**config.mk**
```make
export PLATFORM = sky130hd
export DESIGN_NAME = out_port_arbiter_flat
export DESIGN_NICKNAME = d
export VERILOG_FILES = /design/src/rtl/arb_pkg.sv /design/src/rtl/out_port_arbiter_if.sv /design/src/rtl/out_port_arbiter_rr_pick.sv /design/src/rtl/out_port_arbiter.sv /design/src/flat_wrapper.sv
export SDC_FILE = /design/constraint.sdc
export NUM_CORES = 1
export LEC_CHECK = 0
export CAP_MARGIN = 20
export CORE_MARGIN = 3
export CORE_UTILIZATION = 52
export CTS_CLUSTER_SIZE = 20
export DETAILED_ROUTE_END_ITERATION = 8
export HOLD_SLACK_MARGIN = 0.02
export PLACE_DENSITY = 0.8
export SETUP_SLACK_MARGIN = 0.05
export SLEW_MARGIN = 20
export SYNTH_ARGS = -nofsm -noshare
export SYNTH_HDL_FRONTEND = slang
export SYNTH_SLANG_ARGS = --single-unit
```
**constraint.sdc**
```tcl
create_clock -name clk -period 3.9 [get_ports clk]
set_input_delay 0.585 -clock clk [delete_from_list [all_inputs] [get_ports clk]]
set_output_delay 0.585 -clock clk [all_outputs]
set_load 0.005 [all_outputs]
```
**src/rtl/arb_pkg.sv**
```systemverilog
// Shared types and default sizing for the output-port arbiter and its bench.
package arb_pkg;
    localparam int DEF_NUM_REQ  = 4;
    localparam int DEF_MAX_HOLD = 64;

    typedef enum logic [1:0] {
        IDLE    = 2'd0,
        GRANT   = 2'd1,
        RELEASE = 2'd2
    } state_t;

    // Index width that stays legal for a single-entry range.
    function automatic int idw(input int n);
        return (n > 1) ? $clog2(n) : 1;
    endfunction
endpackage

```
**src/rtl/out_port_arbiter_if.sv**
```systemverilog
// Request/grant bundle between the requesting ports and the output-port arbiter.
interface out_port_arbiter_if
    import arb_pkg::*;
#(
    parameter int NUM_REQ = DEF_NUM_REQ
);
    localparam int IDW = idw(NUM_REQ);

    // A port raises req and holds it for the whole packet; eop marks the last
    // beat and only counts while that port is granted. gnt is one-hot and
    // registered; a beat transfers on every cycle where req and gnt agree.
    logic [NUM_REQ-1:0] req;
    logic [NUM_REQ-1:0] eop;
    logic [NUM_REQ-1:0] gnt;
    logic               gnt_valid;
    logic [IDW-1:0]     gnt_id;
    logic               timeout_err;

    modport master (
        output req, eop,
        input  gnt, gnt_valid, gnt_id, timeout_err
    );

    modport slave (
        input  req, eop,
        output gnt, gnt_valid, gnt_id, timeout_err
    );
endinterface

```
**src/rtl/out_port_arbiter_rr_pick.sv**
```systemverilog
// Combinational round-robin picker: first set request strictly after last_id.
module rr_pick
    import arb_pkg::*;
#(
    parameter int NUM_REQ = DEF_NUM_REQ,
    localparam int IDW    = idw(NUM_REQ)
) (
    input  logic [NUM_REQ-1:0] req,
    input  logic [IDW-1:0]     last_id,
    output logic               found,
    output logic [IDW-1:0]     winner_id
);
    logic [IDW-1:0] idx;

    // Scan from the farthest offset down so the nearest requester wins last.
    always_comb begin
        found     = 1'b0;
        winner_id = '0;
        idx       = '0;
        for (int i = NUM_REQ; i >= 1; i--) begin
            idx = IDW'((int'(last_id) + i) % NUM_REQ);
            if (req[idx]) begin
                found     = 1'b1;
                winner_id = idx;
            end
        end
    end
endmodule

```
**src/rtl/out_port_arbiter.sv**
```systemverilog
// Packet-level round-robin arbiter for one output port with a hold timeout.
module out_port_arbiter
    import arb_pkg::*;
#(
    parameter int NUM_REQ  = DEF_NUM_REQ,
    parameter int MAX_HOLD = DEF_MAX_HOLD
) (
    input  logic                clk,
    input  logic                reset,
    out_port_arbiter_if.slave   bus,
    output state_t              fsm_state
);
    localparam int IDW = idw(NUM_REQ);
    localparam int HW  = idw(MAX_HOLD);
    localparam logic [HW-1:0] HOLD_LAST = HW'(MAX_HOLD - 1);

    state_t         state;
    logic [HW-1:0]  hold_cnt;
    logic [IDW-1:0] last_id;
    logic           found;
    logic [IDW-1:0] winner;
    logic           g_req;
    logic           g_eop;

    rr_pick #(.NUM_REQ(NUM_REQ)) u_pick (
        .req       (bus.req),
        .last_id   (last_id),
        .found     (found),
        .winner_id (winner)
    );

    assign g_req     = bus.req[bus.gnt_id];
    assign g_eop     = bus.eop[bus.gnt_id];
    assign fsm_state = state;

    always_ff @(posedge clk) begin
        if (!reset) begin
            state           <= IDLE;
            bus.gnt         <= '0;
            bus.gnt_valid   <= 1'b0;
            bus.gnt_id      <= '0;
            bus.timeout_err <= 1'b0;
            hold_cnt        <= '0;
            last_id         <= IDW'(NUM_REQ - 1);
        end else begin
            bus.timeout_err <= 1'b0;
            case (state)
                IDLE: begin
                    if (found) begin
                        state         <= GRANT;
                        bus.gnt       <= NUM_REQ'(1) << winner;
                        bus.gnt_valid <= 1'b1;
                        bus.gnt_id    <= winner;
                        hold_cnt      <= '0;
                    end
                end
                GRANT: begin
                    // eop or an abandoned packet takes priority over the timeout.
                    if (!g_req || g_eop || hold_cnt == HOLD_LAST) begin
                        state           <= RELEASE;
                        bus.gnt         <= '0;
                        bus.gnt_valid   <= 1'b0;
                        bus.gnt_id      <= '0;
                        last_id         <= bus.gnt_id;
                        bus.timeout_err <= g_req && !g_eop;
                    end else begin
                        hold_cnt <= hold_cnt + 1'b1;
                    end
                end
                RELEASE: state <= IDLE;
                default: state <= IDLE;
            endcase
        end
    end
endmodule

```
**src/flat_wrapper.sv**
```systemverilog
// flat-port wrapper written by rule: the top's interface ports become plain ports
module out_port_arbiter_flat import arb_pkg::*;
#(
    parameter int NUM_REQ  = DEF_NUM_REQ,
    parameter int MAX_HOLD = DEF_MAX_HOLD
)
  (clk, reset, fsm_state, bus_req, bus_eop, bus_gnt, bus_gnt_valid, bus_gnt_id, bus_timeout_err);
  out_port_arbiter_if #(.NUM_REQ(NUM_REQ)) bus_i ();
  input  logic clk;
  input  logic reset;
  output state_t fsm_state;
  input wire logic [$bits(bus_i.req)-1:0] bus_req;
  input wire logic [$bits(bus_i.eop)-1:0] bus_eop;
  output wire logic [$bits(bus_i.gnt)-1:0] bus_gnt;
  output wire logic [$bits(bus_i.gnt_valid)-1:0] bus_gnt_valid;
  output wire logic [$bits(bus_i.gnt_id)-1:0] bus_gnt_id;
  output wire logic [$bits(bus_i.timeout_err)-1:0] bus_timeout_err;
  assign bus_i.req = bus_req;
  assign bus_i.eop = bus_eop;
  assign bus_gnt = bus_i.gnt;
  assign bus_gnt_valid = bus_i.gnt_valid;
  assign bus_gnt_id = bus_i.gnt_id;
  assign bus_timeout_err = bus_i.timeout_err;
  out_port_arbiter #(.NUM_REQ(NUM_REQ), .MAX_HOLD(MAX_HOLD)) u_core (.clk(clk), .reset(reset), .bus(bus_i), .fsm_state(fsm_state));
endmodule
```
## Word level (Yosys, flattened, before mapping)

Index checks and enable logic that the tools add are counted.

| word-level totals | value |
|---|---|
| bits of input ports | 10 |
| word-level logic and storage cells | 70 |
| flip-flop bits (word level) | 18 |

| cells by class | value |
|---|---|
| multiplexer cells | 35 |
| order comparisons | 5 |
| equality and inequality tests | 5 |
| shifts and indexed selects | 1 |
| reduce and logical (&&, ||, !) cells | 12 |
| add/sub/neg operators | 5 |

Operator list:

| operator | number |
|---|---|
| 2-bit two-way mux | 8 |
| 2-bit by 3-bit less-than comparator with 1-bit output, second input constant | 5 |
| 1-bit binary-select mux with 2-bit select | 6 |
| 1-bit two-way mux | 12 |
| 6-bit two-way mux | 2 |
| 6-bit one-hot mux with 2 select lines | 1 |
| 3-bit AND reduction | 3 |
| 4-bit two-way mux | 2 |
| 2-bit one-hot mux with 2 select lines | 2 |
| 4-bit one-hot mux with 2 select lines | 1 |
| 6-bit by 1-bit adder with 6-bit output, second input constant | 1 |
| 6-bit equality test, second input constant | 1 |
| 2-bit by 1-bit adder with 2-bit output, second input constant | 2 |
| 2-bit adder, second input constant | 2 |
| 2-bit by 1-bit != test with 1-bit output, second input constant | 2 |
| 2-bit AND reduction | 2 |
| 1-bit by 2-bit << shifter with 4-bit output, first input constant | 1 |
| 2-bit by 1-bit equality test with 1-bit output, second input constant | 1 |
| 1-bit logical NOT | 2 |
| 2-bit logical NOT | 1 |
| 1-bit logical OR | 2 |
| 2-bit != test, second input constant | 1 |
| 1-bit one-hot mux with 2 select lines | 1 |
| 2-bit nonzero test | 1 |
| 1-bit logical AND | 1 |

## Depth between registers and ports, before layout

Gate-level depths: netlist of the first run.

| depth | value |
|---|---|
| depth after elaboration | 10 |
| depth in mapped cells | 5 |
| depth with buffers taken out | 5 |

## Hierarchy

From an unflattened synthesis of the first run, not the netlist that was laid out.

| unflattened totals | value |
|---|---|
| cell total of the unflattened synthesis | 112 |
| area total of the unflattened synthesis | 999.7 um2 |

By module, submodules not included:

| module | cells each | instances | seq. area each (um2) | area each (um2) |
|---|---|---|---|---|
| out_port_arbiter | 98 | 1 | 360.3 | 908.4 |
| rr_pick | 14 | 1 | 0.0 | 91.3 |

## Least setup slack after synthesis of the first run

Ideal clock, no wire load.

| path | value |
|---|---|
| path type | input -> register |
| start point | in bus_req[0] |
| end point | reg u_core.hold_cnt[0] |
| stages on the path | 4 |
| data arrival time | 1858 ps |
| library setup time | 74 ps |
| setup slack | 1968 ps |
| cell sequence | or4_4 a21o_1 or4_1 o21ai_0 |

| between the ends | value |
|---|---|
| word-level cells in the longest chain between the ends | 8 |

Ends and longest elaborated chain:

| element | RTL line | text |
|---|---|---|
| from (decl) | flat_wrapper.sv:12 | `input wire logic [$bits(bus_i.req)-1:0] bus_req;` |
| 1-bit binary-select mux with 2-bit select | out_port_arbiter_rr_pick.sv:22 | `if (req[idx]) begin` |
| 1-bit two-way mux (implied by the code) | out_port_arbiter_rr_pick.sv:22 |  |
| 1-bit two-way mux (4 in a row) | out_port_arbiter_rr_pick.sv:22 |  |
| 2-bit by 1-bit != test with 1-bit output (no line) | n/a |  |
| 3-bit AND reduction (no line) * | n/a |  |
| to (signal assigned) | out_port_arbiter.sv:67 | `hold_cnt <= hold_cnt + 1'b1;` |
| to (decl) | out_port_arbiter.sv:18 | `logic [HW-1:0] hold_cnt;` |

Every way passes the cells marked *; elsewhere a longest branch is shown, timed or not. The select of a mux whose other input is x is not followed.
A chain may end at the register's enable or synchronous reset.

## Worst setup path in the final report of the first run

| path | value |
|---|---|
| start point | in bus_req[1] |
| end point | reg u_core.hold_cnt[0] |

Same word-level chain as after synthesis.

==> flow_summary.yaml, run 1 <==
detailed_routing:
  wire_per_inst_um: 15.6
  drcViolationCount: 0
  num_vias: 879
  top_layer_used: "met4"
  met2_length_um: 903
  drt-met1-wl_um: 1020
  wl_um: 2150
  drt_iter0_drc: 42
  wl_met3_um: 206
  first_pass_iters: 4
  vias_per_cell: 6.37
  antenna_left: 0
synth:
  ys_ff_latch: 18
  synth_edf_count: 0
  syn_area_um2: 918
  synth_top_cell_by_area: "dfxtp_1"
  ys_types: 38
  syn_nets: 113
  synth_area_per_cell_um2: 9.00
  synth_area_leaders: "dfxtp_1 39%, nand2_1 3.7%, a21oi_1 3.3%, o21ai_0 3.3%, o32ai_4 3.0%"
  async_flop_share_pct: 0
  synthFlopType: "dfxtp_1"
  synthCells: 102
  seq_area_frac_synth_pct: 39.2
  synth_top_area_share_pct: 39.2
  ys_warn_count: 0
die:
  die_height_um: 48.0
  die_width_um: 48.0
  io-pin-count: 20
  core_area_um2: 1580
  rows: 14
  start_util_pct: 58.3
  fp.dieArea_um2: 2310
setup_path:
  crit_path_cell_trace: "clkdlybuf4s50_1 -> or4_4 -> a21o_1 -> or4_1 -> o21ai_0"
  crit_buf_inv: 1
  reg2regPathDepth: 5
  crit_path_top_delay_cell: "or4_4"
  cpLargestDelayFamily: "simple AND/OR/NAND/NOR gates"
  reg2reg_from: "u_core.hold_cnt[0]"
  path_max_fanout: 7
  cpPeakStageDelay_ns: 0.58
  worst-r2r-setup-slack_ns: 1.91
  crit_type: "in2reg"
  start_kind: "primary input"
  required_ns: 4.13
  reg2reg_to: "u_core.hold_cnt[4]"
  worst_setup_path_end_kind: "flip-flop"
  crit_arrival_ns: 2.50
finish:
  fin_util_pct: 72.7
  fill_cells: 122
  multiInputGateArea_um2: 520
  layout.area.seq_um2: 360
  final_common_cell: "clkdlybuf4s50_1"
  fin_nets: 134
  syn2layout_area_growth_pct: 24.8
  antenna_cells: 0
  fin_cells: 138
  final_cell_mix: "19 x clkdlybuf4s50_1, 18 x dfxtp_1, 9 x nand2_1, 7 x nor2_1"
  drive_gt1_share_pct: 7.38
place:
  place_hpwl_um: 1580
  place_congestion: 0.818
  dp_slack_ns: 1.34
  placed_cells: 134
  port_buffers: 19
power:
  switchingPower_uw: 116
  intPower_uw: 303
  peakVddDrop_v: 0.000300
  p_leak_nw: 0.414
  power_frac_comb_pct: 23.1
  clockPowerShare_pct: 27.0
  pwr-share-seq_pct: 49.9
  sw_frac_of_total_pct: 27.7
  powerDensity_nw_per_um2: 366
sta:
  whs_ns: 0.475
  min_period_ns: 2.27
  rsz0062_at_grt: "no"
  fmax_mhz: 441
  finalSetupViolCount: 0
  hold_violations: 0
  fin_setup_tns_ns: 0
  fin_ws_ns: 1.63
  worstMarginPinSlew_ns: 0.573
  clock-skew-final_ns: 0.00554
  slew_headroom_pct: 61.5
  drv_slew: 0
  finalCritPeriodShare_pct: 58.2
clock_network:
  numCtsBuffers: 3
  cts_root_buf: "clkbuf_4"
  clock_latency_ns: 0.29
  ctsResizeCount: 0
  post_cts_buffers: 0
  ctsLongestPathBuffers: 2
  cts_hold_buffers: 0
  cts_sinks: 18
  cts_tree: "built"
  clk_pin_slew_ns: 0.10
  cts-htree-levels: 1
hold_path:
  hold_path_depth: 1
  min_path_type: "reg2reg"
  min_from: "u_core.bus.gnt[3]"
  hold_end: "u_core.bus.gnt[3]"
grt:
  grt_max_degree: 15
  grt.total_usage_pct: 20.2
  antenna_found_initial: 0
  grt_pass1_wl_um: 3260
  grt-ovfl-total: 0
  grt_pass1_vias: 750
status:
  status: "complete, no violations"
flow_run:
  cap_violations: 0
-- cells by family (layout without fill, tap and decap cells) --
group | after synthesis | in the layout | share of synthesized area, %
multiplexers | 2 | 2 | 3.54
AO/OA/AOI/OAI | 33 | 33 | 27.8
AND/OR/NAND/NOR | 40 | 40 | 24.0
flip-flops | 18 | 18 | 39.2
adder cells (fa/ha/maj) | 1 | 1 | 1.36
buffers and inverters | 8 | 28 | 4.09
-- metrics by stage --
stage / instance area (µm²) / power, mW
after floorplan: 918 / 0.268
after CTS: 1150 / 0.422
final: 1150 / 0.419
after detailed placement: 1110 / 0.308
after global placement: 1110 / 0.307
after global routing: 1150 / 0.441
-- worst reg2reg max path, delay by kind of cell (launching register included) --
kind / cells / cell delay, ns
flip-flops: 1 / 0.42
AND/OR/NAND/NOR: 3 / 1.18
AO/OA/AOI/OAI: 1 / 0.13
adder cells (fa/ha/maj): 1 / 0.20
-- worst max path at each step --
stage	start	endpoint	cells after the start
finish	bus_req[1]	u_core.hold_cnt[0]	5
global route	bus_req[1]	u_core.hold_cnt[0]	5
CTS	bus_req[1]	u_core.hold_cnt[0]	5
detailed placement	bus_req[1]	u_core.hold_cnt[0]	5
floorplan	bus_req[0]	u_core.hold_cnt[0]	4
global placement	bus_req[0]	u_core.hold_cnt[0]	5
-- flip-flops by register name (all words and copies together), names as in the netlist --
name                    cells
u_core.hold_cnt             6
u_core.bus.gnt              4
u_core.bus.gnt_id           2
u_core.fsm_state            2
u_core.last_id              2
u_core.bus.gnt_valid        1
u_core.bus.timeout_err      1
-- synthesized netlist by cell type (3+ instances only) --
cell	count
a21oi_1	6
dfxtp_1	18
inv_1	5
nand2_1	9
nand2b_1	4
nor2_1	7
o211ai_1	3
o21ai_0	6
o2bb2ai_1	3
or2b_1	3
-- power groups by stage --
stage                     sequential (mW)  combinational [mW]  clock, mW
after floorplan                     0.212              0.0556          0
after global placement              0.213              0.0939          0
final                               0.209              0.0968      0.113
after CTS                           0.209              0.0962      0.117
after global routing                0.211               0.105      0.124
after detailed placement            0.213              0.0950          0
-- routing by layer --
layer  track usage (%)  up-vias
met4              6.45        0
met2              26.9       50
met3              6.77        4
met1              30.0      396
met5                 0        -
li1                  -      429
-- layout make-up --
type                       count  area share (%)
clock buffer                   4            3.17
inverter                       5            1.64
multi-input combinational     76            45.4
tap                           16            1.75
sequential                    18            31.4
timing repair buffer          19            16.6
Power figures use the tool's default switching activity.
==> run 2, diff against run 1 <==
Settings changed: CORE_UTILIZATION 52 to 44, PLACE_DENSITY 0.8 to 0.72.
Clock period 3.9 ns to 1.9 ns, I/O delays scaled along.
==> flow_summary.yaml, run 2 (synthesized netlist as in run 1, its figures left out) <==
finish:
  drive_gt1_share_pct: 19.9
  multiInputGateArea_um2: 543
  top_regs: "u_core.hold_cnt x6, u_core.bus.gnt x4"
  fin_util_pct: 71.5
  fin_nets: 153
  fill_cells: 169
  final_cell_mix: "19 x clkdlybuf4s50_1, 18 x buf_4, 18 x dfxtp_1, 9 x nand2_1, 7 x nor2_1"
  largest_reg_flops: 6
  regMostFlops: "u_core.hold_cnt"
  stdcell_area_um2: 1320
  final_common_cell: "clkdlybuf4s50_1"
  layout.area.seq_um2: 360
  antenna_cells: 0
  syn2layout_area_growth_pct: 43.2
place:
  place_area_um2: 1250
  place_congestion: 0.816
  place_hpwl_um: 1870
  port_buffers: 19
  dp_slack_ns: -0.249
die:
  core_area_um2: 1840
  fp.dieArea_um2: 2670
  die_height_um: 51.7
  rows: 15
  start_util_pct: 49.9
  die_width_um: 51.7
  io-pin-count: 20
setup_path:
  worst_setup_path_end_kind: "flip-flop"
  cpPeakStageDelay_ns: 0.55
  reg2reg_from: "u_core.hold_cnt[0]"
  worst-r2r-setup-slack_ns: 0.06
  crit_type: "in2reg"
  reg2regPathDepth: 5
  reg2reg_to: "u_core.hold_cnt[4]"
  crit_arrival_ns: 2.08
  path_max_fanout: 3
  start_kind: "primary input"
  required_ns: 2.13
  crit_path_cell_trace: "clkdlybuf4s50_1 -> or4_4 -> a21o_1 -> or4_1 -> o21ai_1"
  crit_path_top_delay_cell: "or4_4"
sta:
  finalCritPeriodShare_pct: 96.9
  drv_slew: 0
  finalSetupViolCount: 0
  clock-skew-final_ns: 0.00532
  fmax_mhz: 543
  rsz0062_at_grt: "yes"
  slew_headroom_pct: 70.6
  whs_ns: 0.487
  worstMarginPinSlew_ns: 0.439
  hold_violations: 0
  fin_ws_ns: 0.0590
  min_period_ns: 1.84
detailed_routing:
  vias_per_cell: 5.64
  drcViolationCount: 0
  first_pass_iters: 4
  antenna_left: 0
  drt_iter0_drc: 22
  num_vias: 937
  wl_um: 2640
  wire_per_inst_um: 15.9
grt:
  grt_pass1_vias: 903
  antenna_found_initial: 0
  grt_pass1_wl_um: 3950
  grt.total_usage_pct: 19.7
  grt-ovfl-total: 0
  grt_max_degree: 15
clock_network:
  cts_sinks: 18
  cts_hold_buffers: 0
  clock_latency_ns: 0.30
  clk_pin_slew_ns: 0.10
  cts-htree-levels: 1
  cts_root_buf: "clkbuf_4"
  ctsLongestPathBuffers: 2
  cts_tree: "built"
  numCtsBuffers: 3
flow_run:
  cap_violations: 0
hold_path:
  min_path_type: "reg2reg"
  hold_end: "u_core.bus.gnt[3]"
  hold_path_depth: 1
  min_from: "u_core.bus.gnt[3]"
power:
  p_leak_nw: 0.505
  powerDensity_nw_per_um2: 703
  peakVddDrop_v: 0.000448
  p_total_uw: 925
status:
  status: "complete, no violations"
-- run 2: cell types whose count changed in the layout (fill, tap and decap cells not counted) --
cell     delta
buf_4      +18
mux4_2      +1
o21ai_0     -1
o21ai_1     +1
-- run 2: per-stage QoR --
step,std cells,setup TNS (ns)
finish,166,0
global route,166,-0.00932
CTS,164,0
detailed placement,160,-2.58
global placement,160,-2.39
floorplan,102,0
-- run 2: what timing repair did --
action / in CTS / in global routing
setup buffers: 0 / 1
gates resized for setup: 0 / 2
setup endpoints to repair: 0 / 10
endpoints found under the hold margin: 0 / 0
-- run 2: layer usage --
| metal | vias up | GRT usage, % | share of wire (%) |
|---|---|---|---|
| met5 | - | 0 | 0 |
| met4 | 0 | 9.17 | 1.1 |
| met3 | 5 | 2.87 | 3.8 |
| met2 | 27 | 35.8 | 52 |
| met1 | 435 | 22.5 | 43 |
| li1 | 470 | - | - |
-- run 2: how the worst max path moves through the flow --
stage / start / endpoint / slack (ns) / depth (start not counted)
finish: bus_req[0] / u_core.hold_cnt[0] / 0.06 / 5
global route: u_core.hold_cnt[0] / u_core.hold_cnt[4] / -0.009 / 5
CTS: bus_req[0] / u_core.hold_cnt[0] / 0.06 / 5
detailed placement: bus_req[0] / u_core.hold_cnt[0] / -0.25 / 5
global placement: bus_req[0] / u_core.hold_cnt[0] / -0.22 / 5
floorplan: u_core.hold_cnt[0] / u_core.hold_cnt[4] / 0.11 / 5
-- run 2: layout make-up --
class / count / area share [%]
multi-input combinational: 77 / 41.3
inverter: 5 / 1.43
clock buffer: 4 / 2.76
timing repair buffer: 37 / 24.7
tap: 25 / 2.38
sequential: 18 / 27.4
-- run 2: worst max-delay path, delay by kind of cell --
family	cells	cell delay [ns]
AND/OR/NAND/NOR	2	1.05
buffers and inverters	1	0.45
AO/OA/AOI/OAI	2	0.30
-- run 2: where the power goes --
| group | switching (mW) | internal [mW] | leakage, nW | total [mW] |
|---|---|---|---|---|
| clock network | 0.127 | 0.117 | 0.0210 | 0.244 |
| logic | 0.110 | 0.136 | 0.338 | 0.247 |
| registers | 0.0298 | 0.404 | 0.147 | 0.434 |
| total | 0.267 | 0.658 | 0.505 | 0.925 |
